**src/rtl/mem_if_ctrl_pkg.sv**
```systemverilog
// Shared constants for the memory interface controller: FSM encodings,
// port ids and default bus widths.
package mem_if_ctrl_pkg;

  localparam int unsigned AW_DEF = 8;
  localparam int unsigned DW_DEF = 16;
  localparam int unsigned CNT_W  = 2;

  localparam logic [1:0] ST_IDLE   = 2'd0;
  localparam logic [1:0] ST_ACCESS = 2'd1;
  localparam logic [1:0] ST_WAIT   = 2'd2;
  localparam logic [1:0] ST_DONE   = 2'd3;

  localparam logic PORT_IF = 1'b0;
  localparam logic PORT_D  = 1'b1;

endpackage

```
**src/rtl/mem_if_ctrl_rr_arb2.sv**
```systemverilog
// Two-requester round-robin arbiter; bit 1 is the data port, bit 0 the fetch
// port. The grant is combinational and only issued while enabled.
module rr_arb2 (
  input  logic       clk,
  input  logic       reset,
  input  logic       en,
  input  logic [1:0] req,
  output logic [1:0] gnt
);

  logic r_last_d;

  // Data wins a tie unless it won the previous grant
  always_comb begin
    gnt = 2'b00;
    if (en) begin
      if (req[1] && (!req[0] || !r_last_d)) begin
        gnt[1] = 1'b1;
      end else if (req[0]) begin
        gnt[0] = 1'b1;
      end
    end
  end

  always_ff @(posedge clk) begin
    if (reset) begin
      r_last_d <= 1'b0;
    end else if (|gnt) begin
      r_last_d <= gnt[1];
    end
  end

endmodule

```
**src/rtl/mem_if_ctrl.sv**
```systemverilog
// Single-outstanding memory controller arbitrating fetch and load/store ports
// onto a synchronous-read block RAM, absorbing its read latency.
module mem_if_ctrl
  import mem_if_ctrl_pkg::*;
#(
  parameter int unsigned AW     = AW_DEF,
  parameter int unsigned DW     = DW_DEF,
  parameter int unsigned RD_LAT = 1
) (
  input  logic          clk,
  input  logic          reset,
  input  logic          if_req,
  input  logic [AW-1:0] if_addr,
  output logic          if_gnt,
  output logic          if_rvalid,
  output logic [DW-1:0] if_rdata,
  input  logic          d_req,
  input  logic          d_we,
  input  logic [AW-1:0] d_addr,
  input  logic [DW-1:0] d_wdata,
  output logic          d_gnt,
  output logic          d_done,
  output logic [DW-1:0] d_rdata,
  output logic          ram_we,
  output logic [AW-1:0] ram_addr,
  output logic [DW-1:0] ram_din,
  input  logic [DW-1:0] ram_dout,
  output logic          busy
);

  logic [1:0]       r_state;
  logic [CNT_W-1:0] r_cnt;
  logic             r_port;
  logic             r_op_we;
  logic             r_ram_we;
  logic [AW-1:0]    r_ram_addr;
  logic [DW-1:0]    r_ram_din;
  logic [DW-1:0]    r_if_rdata;
  logic [DW-1:0]    r_d_rdata;
  logic             r_if_rvalid;
  logic             r_d_done;
  logic             r_busy;

  logic [1:0]       w_state_nxt;
  logic [CNT_W-1:0] w_cnt_nxt;
  logic             w_port_nxt;
  logic             w_op_we_nxt;
  logic             w_ram_we_nxt;
  logic [AW-1:0]    w_ram_addr_nxt;
  logic [DW-1:0]    w_ram_din_nxt;
  logic [DW-1:0]    w_if_rdata_nxt;
  logic [DW-1:0]    w_d_rdata_nxt;
  logic             w_if_rvalid_nxt;
  logic             w_d_done_nxt;
  logic [1:0]       w_gnt;
  logic             w_arb_en;

  assign w_arb_en = (r_state == ST_IDLE) && !reset;

  rr_arb2 u_arb (
    .clk   (clk),
    .reset (reset),
    .en    (w_arb_en),
    .req   ({d_req, if_req}),
    .gnt   (w_gnt)
  );

  assign if_gnt    = w_gnt[0];
  assign d_gnt     = w_gnt[1];
  assign if_rvalid = r_if_rvalid;
  assign if_rdata  = r_if_rdata;
  assign d_done    = r_d_done;
  assign d_rdata   = r_d_rdata;
  assign ram_we    = r_ram_we;
  assign ram_addr  = r_ram_addr;
  assign ram_din   = r_ram_din;
  assign busy      = r_busy;

  // Next-state and registered-output logic; ram_we defaults low so it only
  // survives the single ACCESS cycle following a store grant.
  always_comb begin
    w_state_nxt     = r_state;
    w_cnt_nxt       = r_cnt;
    w_port_nxt      = r_port;
    w_op_we_nxt     = r_op_we;
    w_ram_we_nxt    = 1'b0;
    w_ram_addr_nxt  = r_ram_addr;
    w_ram_din_nxt   = r_ram_din;
    w_if_rdata_nxt  = r_if_rdata;
    w_d_rdata_nxt   = r_d_rdata;
    w_if_rvalid_nxt = 1'b0;
    w_d_done_nxt    = 1'b0;

    case (r_state)
      ST_IDLE: begin
        if (w_gnt[1]) begin
          w_ram_addr_nxt = d_addr;
          w_ram_din_nxt  = d_wdata;
          w_ram_we_nxt   = d_we;
          w_port_nxt     = PORT_D;
          w_op_we_nxt    = d_we;
          w_state_nxt    = ST_ACCESS;
        end else if (w_gnt[0]) begin
          w_ram_addr_nxt = if_addr;
          w_port_nxt     = PORT_IF;
          w_op_we_nxt    = 1'b0;
          w_state_nxt    = ST_ACCESS;
        end
      end
      ST_ACCESS: begin
        if (r_op_we) begin
          w_d_done_nxt = 1'b1;
          w_state_nxt  = ST_DONE;
        end else begin
          w_cnt_nxt   = CNT_W'(RD_LAT - 1);
          w_state_nxt = ST_WAIT;
        end
      end
      ST_WAIT: begin
        if (r_cnt == '0) begin
          if (r_port == PORT_D) begin
            w_d_rdata_nxt = ram_dout;
            w_d_done_nxt  = 1'b1;
          end else begin
            w_if_rdata_nxt  = ram_dout;
            w_if_rvalid_nxt = 1'b1;
          end
          w_state_nxt = ST_DONE;
        end else begin
          w_cnt_nxt = r_cnt - CNT_W'(1);
        end
      end
      ST_DONE: begin
        w_state_nxt = ST_IDLE;
      end
      default: begin
        w_state_nxt = ST_IDLE;
      end
    endcase
  end

  always_ff @(posedge clk) begin
    if (reset) begin
      r_state     <= ST_IDLE;
      r_cnt       <= '0;
      r_port      <= PORT_IF;
      r_op_we     <= 1'b0;
      r_ram_we    <= 1'b0;
      r_ram_addr  <= '0;
      r_ram_din   <= '0;
      r_if_rdata  <= '0;
      r_d_rdata   <= '0;
      r_if_rvalid <= 1'b0;
      r_d_done    <= 1'b0;
      r_busy      <= 1'b0;
    end else begin
      r_state     <= w_state_nxt;
      r_cnt       <= w_cnt_nxt;
      r_port      <= w_port_nxt;
      r_op_we     <= w_op_we_nxt;
      r_ram_we    <= w_ram_we_nxt;
      r_ram_addr  <= w_ram_addr_nxt;
      r_ram_din   <= w_ram_din_nxt;
      r_if_rdata  <= w_if_rdata_nxt;
      r_d_rdata   <= w_d_rdata_nxt;
      r_if_rvalid <= w_if_rvalid_nxt;
      r_d_done    <= w_d_done_nxt;
      r_busy      <= (w_state_nxt != ST_IDLE);
    end
  end

endmodule

```
**config.mk**
```make
export PLATFORM = sky130hd
export DESIGN_NAME = mem_if_ctrl
export DESIGN_NICKNAME = d
export VERILOG_FILES = /design/src/rtl/mem_if_ctrl_pkg.sv /design/src/rtl/mem_if_ctrl_rr_arb2.sv /design/src/rtl/mem_if_ctrl.sv
export SDC_FILE = /design/constraint.sdc
export NUM_CORES = 1
export LEC_CHECK = 0
export BUFFER_PORTS_ARGS = -buffer_cell sky130_fd_sc_hd__buf_4
export CORE_ASPECT_RATIO = 0.9
export CORE_MARGIN = 2
export CORE_UTILIZATION = 50
export DETAILED_ROUTE_END_ITERATION = 16
export GPL_TIMING_DRIVEN = 0
export PLACE_DENSITY_LB_ADDON = 0.15
export SLEW_MARGIN = 5
export SYNTH_ARGS = -nofsm -noshare
export SYNTH_HDL_FRONTEND = slang
export SYNTH_SLANG_ARGS = --single-unit
```
**constraint.sdc**
```tcl
create_clock -name clk -period 3 [get_ports clk]
set_input_delay 0.6 -clock clk [delete_from_list [all_inputs] [get_ports clk]]
set_output_delay 0.6 -clock clk [all_outputs]
set_load 0.05 [all_outputs]
```
Word level (Yosys, flattened, before mapping):

Index checks and enable logic that the tools add are counted.
Widths: inputs -> output; s select.

* logic and storage cells: 65
* bits of input ports: 53
* register bits after elaboration: 67
* output and inout port bits: 62

* bitwise operators: 5
* mux-type cells: 22
* equal/unequal tests: 5
* add/subtract/negate cells: 1
* reductions and logical operators: 19

Operator list (number)
* $mux 8: 2
* $mux 2: 6
* $mux 1: 11
* $reduce_and 3->1: 3
* $pmux 2 s4: 1
* $reduce_bool 2->1: 3
* $reduce_or 3->1: 2
* $not 1->1: 5
* $eq 2x2->1 const B: 2
* $logic_not 2->1: 2
* $ne 2x2->1 const B: 2
* $pmux 2 s2: 1
* $reduce_and 2->1: 2
* $logic_not 1->1: 3
* $eq 2x1->1 const B: 1
* $logic_and 1x1->1: 2
* $pmux 1 s2: 1
* $reduce_or 2->1: 1
* $sub 2x1->2 const B: 1
* $logic_or 1x1->1: 1

Depth between registers and ports, before layout:

Gate-level depths: netlist (run 1).

* depth after elaboration: 9
* depth in mapped cells: 8
* mapped depth without buffers: 7

Hierarchy:

From an unflattened synthesis (run 1), not the netlist that was laid out.

* cell total of the unflattened synthesis: 306
* area, all modules: 2677.6 um2

By module, submodules not included
* mem_if_ctrl: cells each 298, area each 2622.5 um2, seq. area each 1321.3 um2, instances 1
* rr_arb2: cells each 8, area each 55.1 um2, seq. area each 20.0 um2, instances 1

Least setup slack after synthesis (run 1):

No wires, ideal clock.

* kind: input -> output
* from: input port reset
* to: output port if_gnt
* buffers on the path: 0
* cell stages on the path: 3
* required time: 2.400 ns
* arrival time: 1.613 ns
* path slack: 0.787 ns
* path through: nor2b_2 nand2_1 nor2_1

* cells in the longest elaborated chain, start to end: 3

RTL lines
* start, declared: RTL line mem_if_ctrl.sv:11 `input logic reset,`
* $logic_not 1->1: RTL line mem_if_ctrl.sv:58 `assign w_arb_en = (r_state == ST_IDLE) && !reset;`
* $logic_and 1x1->1: RTL line mem_if_ctrl.sv:58
* $mux 2: RTL line mem_if_ctrl_rr_arb2.sv:16 `if (en) begin`
* end, declared: RTL line mem_if_ctrl.sv:14 `output logic if_gnt,`

No other way between the ends.

Worst setup path after layout (run 1):

* from: register r_state[0]
* to: output port d_gnt

* cells in the longest elaborated chain, start to end: 3

RTL lines
* start, declared: RTL line mem_if_ctrl.sv:31 `logic [1:0] r_state;`
* start signal, assigned: RTL line mem_if_ctrl.sv:157 `r_state <= w_state_nxt;`
* $logic_not 2->1: RTL line mem_if_ctrl.sv:58
* $logic_and 1x1->1: RTL line mem_if_ctrl.sv:58
* $mux 2: RTL line mem_if_ctrl_rr_arb2.sv:16
* end, declared: RTL line mem_if_ctrl.sv:21 `output logic d_gnt,`

No other way between the ends.

==> results.py, run 1 <==
metrics = {
    "run_status": {
        "status": "complete, no violations",
    },
    "clock_tree": {
        "cts-hold-fix-buffers": 0,
        "clk_latency_ns": 0.35,
        "clk_pin_slew_ns": 0.07,
        "cts_resized": 0,
        "numCtsBuffers": 9,
        "root_buffer": "clkbuf_8",
        "post_cts.repair.setup_buffers": 0,
        "cts_max_level": 3,
        "cts_tree": "built",
        "cts.sinks": 67,
        "clk_path_buf_depth": 2,
    },
    "global_routing": {
        "grt_pass1_vias": 2445,
        "grt_pass1_wl_mm": 10.7,
        "grt_use_total_pct": 24.6,
        "grt_antenna_before_repair": 0,
        "grt_max_degree": 12,
        "grt.overflow.total": 0,
    },
    "sta": {
        "fin_skew_ns": 0.0112,
        "max_freq_ghz": 0.389,
        "tightest_slew_ns": 0.520,
        "slew_viol_final": 0,
        "setup_viol": 0,
        "worst_slack_ns": 0.427,
        "fin_crit_sh_pct": 85.8,
        "rsz0062_at_grt": "no",
        "final-hold-violation-count": 0,
        "finalCriticalPeriod_ns": 2.57,
        "setup-tns-final_ns": 0,
        "hold-worst-slack_ns": 0.433,
        "slew_headroom_pct": 65.3,
    },
    "routing": {
        "vias": 2540,
        "drt_iter0_drc": 116,
        "antenna_left": 0,
        "wl_per_cell_um": 13.1,
        "vias_per_cell": 5.01,
        "drcViolationCount": 0,
        "totalWireLength_mm": 6.65,
        "drtPass1Iterations": 4,
    },
    "layout": {
        "fin_nets": 496,
        "drive_gt1_share_pct": 32.8,
        "area_growth_pct": 43.1,
        "antenna_cells": 0,
    },
    "synthesis": {
        "netlist_top_cells_area": "dfxtp_1, nand2_1, a21oi_1, nand3b_1, a311oi_1",
        "netlist.area_leader.share_pct": 52.4,
        "synth.ff_latch_count": 67,
        "synth_cell_types": 29,
        "seq_area_frac_synth_pct": 52.4,
        "yosysWarnings": 0,
        "synth_top_area_cell": "dfxtp_1",
        "syn_avg_cell_area_um2": 8.18,
        "synth_nets": 371,
        "synthCells": 313,
        "synth_area_um2": 2560,
    },
    "worst_setup_path": {
        "cp.arrival_ns": 1.97,
        "criticalPathCategory": "flip-flop to output port",
        "crit_required_ns": 2.40,
        "crit_path_start_kind": "flip-flop",
        "critPathCaptureType": "output port",
        "path_max_fanout": 10,
    },
    "floorplanning": {
        "core_um2": 4890,
        "dieArea_um2": 5710,
        "die_w_um": 79.4,
        "io_pins": 115,
        "dieHeight_um": 71.9,
        "start_util_pct": 52.3,
        "rows": 24,
    },
    "worst_hold_path": {
        "hp-class": "primary input to flip-flop",
    },
    "power_and_ir_drop": {
        "leakagePower_nw": 1.68,
        "pwr_density_cell_nw_per_um2": 856,
        "peakVddDrop_mv": 0.576,
    },
    "placed_design": {
        "dpl_worst_slack_ns": 0.687,
        "port_buffers": 114,
        "hpwl_mm": 4.87,
        "gp_congestion": 0.794,
    },
    "flow_run": {
        "cap_violations": 0,
    },
}
==> cell usage in the layout (no fill, tap or decap), drive strengths merged, types with 2 or more instances in the layout <==
master,instances
a211oi,3
a21oi,35
a311oi,8
and3,2
buf,123
clkbuf,19
clkinv,3
clkinvlp,2
dfxtp,67
ha,5
inv,6
nand2,121
nand3b,16
nor2,18
o21ai,3
==> layout make-up <==
class / count / area [um2]
clock inverters: 5 / 30.0
well taps: 65 / 81.3
repair buffers: 114 / 856
fillers: 402 / 1230
clock buffers: 10 / 138
plain buffers: 18 / 93.8
multi-input cells: 222 / 1100
inverters: 6 / 22.5
flip-flops and latches: 67 / 1340
==> cells in the mapped netlist, drive strengths merged <==
library cell	n
a211oi	3
a21boi	1
a21o	1
a21oi	35
a22oi	1
a311oi	8
a31oi	1
a32o	1
and3	2
and3b	1
buf	9
clkbuf	9
dfxtp	67
ha	5
inv	6
nand2	121
nand2b	1
nand3	1
nand3b	16
nor2	18
nor2b	1
o21ai	3
or2	1
or3b	1
==> worst paths after layout <==
| check | endpoint | slack [ns] | start | cells past startpoint |
|---|---|---|---|---|
| max | d_gnt | 0.43 | r_state[0] | 7 |
| min | ram_din[14] | 0.43 | d_wdata[14] | 3 |
| max reg2reg | d_rdata[3] | 1.28 | r_state[0] | 6 |
| min reg2reg | d_rdata[10] | 0.46 | d_rdata[10] | 2 |
==> power by group <==
part / total [W] / internal (W) / switching [W] / leakage [nW]
registers: 0.00115 / 0.00106 / 0.0000957 / 0.546
logic: 0.00134 / 0.000419 / 0.000919 / 1.05
clock network: 0.000647 / 0.000313 / 0.000334 / 0.0839
==> metal layers <==
metal	global-route usage (%)	up-vias	share of wire, %
li1	-	1284	-
met1	27.2	1173	41
met2	41.6	71	50
met3	11.2	12	7.3
met4	9.00	0	1.5
met5	0	-	0
==> flip-flops by register name, indices dropped and copies added, names as in the netlist <==
register	count
ram_we	1
d_done	1
d_rdata	16
if_rvalid	1
busy	1
ram_addr	8
r_cnt	2
r_state	2
if_rdata	16
r_port	1
u_arb.r_last_d	1
ram_din	16
r_op_we	1
==> per-stage QoR <==
stage	total power (W)	utilization, %	instance area, um2	instances
after floorplan	0.00209	-	2560	313
after global placement	0.00248	71.5	3500	492
after detailed placement	0.00251	71.5	3500	492
after CTS	0.00316	74.9	3670	507
after global routing	0.00330	74.9	3670	507
final	0.00314	74.9	3670	507
==> critical path, stage by stage (launching register included) <==
cell and delay (ns):
dfxtp_1 0.33, inv_1 0.13, ha_1 0.17, nor2b_2 0.20
nand2_2 0.17, inv_2 0.16, buf_2 0.24, buf_4 0.23
==> logic make-up after synthesis <==
| kind of cell | share of synthesized area [%] |
|---|---|
| AND/OR/NAND/NOR | 27.9 |
| AO/OA/AOI/OAI | 12.7 |
| flip-flops | 52.4 |
| adder cells (fa/ha/maj) | 2.44 |
| buffers and inverters | 4.54 |
Power figures use the tool's default switching activity.
==> inputs of run 2 (changes only) <==
CORE_ASPECT_RATIO = 1.75   (was 0.9)
==> run 2 against run 1 <==
Clock power grew 25%. Combinational power hardly changed. Highest routed layer unchanged. Die area increased by 0.38%. Sequential power about the same. Clock-buffer cell count stayed put. Critical endpoint unchanged. Via count is essentially flat. Non-clock buffer count unchanged. Global-route usage decreased by 1.0 points. Clock skew is 0.0024 ns lower.
==> results.py, run 2 (synthesis results as in run 1) <==
metrics = {
    "global_routing": {
        "grt.overflow.total": 0,
        "grt_use_total_pct": 23.5,
        "grt_pass1_wl_mm": 10.6,
        "grt_pass1_vias": 2480,
        "grt_antenna_before_repair": 0,
        "grt_max_degree": 12,
    },
    "clock_tree": {
        "clk_latency_ns": 0.34,
        "clk_path_buf_depth": 2,
        "cts_resized": 0,
        "numCtsBuffers": 9,
        "root_buffer": "clkbuf_8",
        "cts_max_level": 3,
        "clk_pin_slew_ns": 0.07,
        "cts-hold-fix-buffers": 0,
        "cts.sinks": 67,
        "cts_tree": "built",
        "post_cts.repair.setup_buffers": 0,
    },
    "flow_run": {
        "cap_violations": 0,
    },
    "layout": {
        "final_cell_mix": "nand2_1, buf_4, dfxtp_1, a21oi_1, nor2_1",
        "nFillCells": 420,
        "fin_nets": 496,
        "antenna_cells": 0,
        "fin_util_pct": 75.0,
        "drive_gt1_share_pct": 32.8,
        "area_growth_pct": 44.5,
        "final_common_cell": "nand2_1",
    },
    "worst_setup_path": {
        "crit_required_ns": 2.40,
        "worstPathCellList": "inv_1, ha_1, nor2b_2, nand2_2, inv_2, buf_2, buf_4",
        "crit_slowest_cell": "dfxtp_1",
        "cp.arrival_ns": 1.94,
        "criticalPathCategory": "flip-flop to output port",
        "rrSetupSlack_ns": 1.33,
        "worst_path_dominant_cell_family": "buffers and inverters",
        "startpoint": "r_state[0]",
        "r2r-start": "r_state[0]",
        "path_max_fanout": 10,
        "critPathCaptureType": "output port",
        "rr_worst_depth": 7,
        "r2r_end": "ram_addr[6]",
        "crit_path_start_kind": "flip-flop",
        "critPathBufInv": 4,
        "cpPeakStageDelay_ns": 0.32,
    },
    "power_and_ir_drop": {
        "pwr_density_cell_nw_per_um2": 890,
        "peakVddDrop_mv": 0.681,
        "leakagePower_nw": 1.70,
    },
    "sta": {
        "setup-tns-final_ns": 0,
        "fin_skew_ns": 0.00875,
        "fin_crit_sh_pct": 84.7,
        "finalCriticalPeriod_ns": 2.54,
        "slew_headroom_pct": 67.1,
        "rsz0062_at_grt": "no",
        "final-hold-violation-count": 0,
        "slew_viol_final": 0,
        "tightest_slew_ns": 0.493,
        "max_freq_ghz": 0.394,
        "setup_viol": 0,
    },
    "worst_hold_path": {
        "min_to": "ram_din[14]",
        "worstHoldPathCells": 3,
        "hp-class": "primary input to flip-flop",
        "hold_start": "d_wdata[14]",
    },
    "floorplanning": {
        "die_w_um": 58.1,
        "start_util_pct": 51.9,
        "core_um2": 4930,
        "io_pins": 115,
        "dieArea_um2": 5730,
        "dieHeight_um": 98.7,
        "rows": 34,
    },
    "routing": {
        "vias": 2539,
        "drt_iter0_drc": 62,
        "drcViolationCount": 0,
        "antenna_left": 0,
        "totalWireLength_mm": 6.48,
        "drtPass1Iterations": 4,
        "wl_per_cell_um": 13.1,
        "vias_per_cell": 5.12,
    },
    "placed_design": {
        "gp_congestion": 0.772,
        "port_buffers": 114,
        "hpwl_mm": 4.94,
    },
    "run_status": {
        "status": "complete, no violations",
    },
}
==> run 2: per-layer routing <==
| layer | share of wire [%] | wire (um) | vias up | track usage [%] |
|---|---|---|---|---|
| li1 | - | - | 1273 | - |
| met1 | 38 | 2450 | 1169 | 23.3 |
| met2 | 54 | 3490 | 87 | 44.4 |
| met3 | 6.8 | 438 | 10 | 5.64 |
| met4 | 1.7 | 113 | 0 | 10.2 |
| met5 | 0 | 0 | - | 0 |
==> run 2: worst max-delay path by stage <==
stage | endpoint | slack, ns | cells past startpoint
final | d_gnt | 0.46 | 7
after global routing | d_gnt | 0.30 | 7
after CTS | d_gnt | 0.43 | 7
after detailed placement | d_gnt | 0.70 | 6
after global placement | d_gnt | 0.70 | 6
after floorplan | if_gnt | 0.79 | 3
==> run 2: per-stage QoR <==
step                setup slack [ns]  hold slack, ns  cells  cell area, um2  power (W)
floorplan                      0.787           0.435    313            2560    0.00209
global placement               0.704           0.442    481            3480    0.00248
detailed placement             0.696           0.447    481            3480    0.00251
CTS                            0.431           0.434    496            3700    0.00331
global route                   0.299           0.442    496            3700    0.00345
finish                         0.459           0.442    496            3700    0.00329
==> run 2: power breakdown <==
group	switching, W	internal (W)
registers	0.0000948	0.00106
logic	0.000910	0.000418
clock network	0.000328	0.000483
total	0.00133	0.00196
==> run 2: worst min-delay path, cell delays in order <==
cell and delay [ns]:
buf_4 0.07, nand2_1 0.04, nand2_1 0.04
==> run 2: layout make-up <==
type / instances / area, um2 / area share (%)
Buffer: 18 / 93.8 / 2.54
Multi-Input combinational cell: 222 / 1100 / 29.8
Sequential cell: 67 / 1340 / 36.3
Tap cell: 54 / 67.6 / 1.83
Clock buffer: 10 / 138 / 3.72
Inverter: 6 / 22.5 / 0.609
Timing Repair Buffer: 114 / 856 / 23.1
Clock inverter: 5 / 77.6 / 2.10
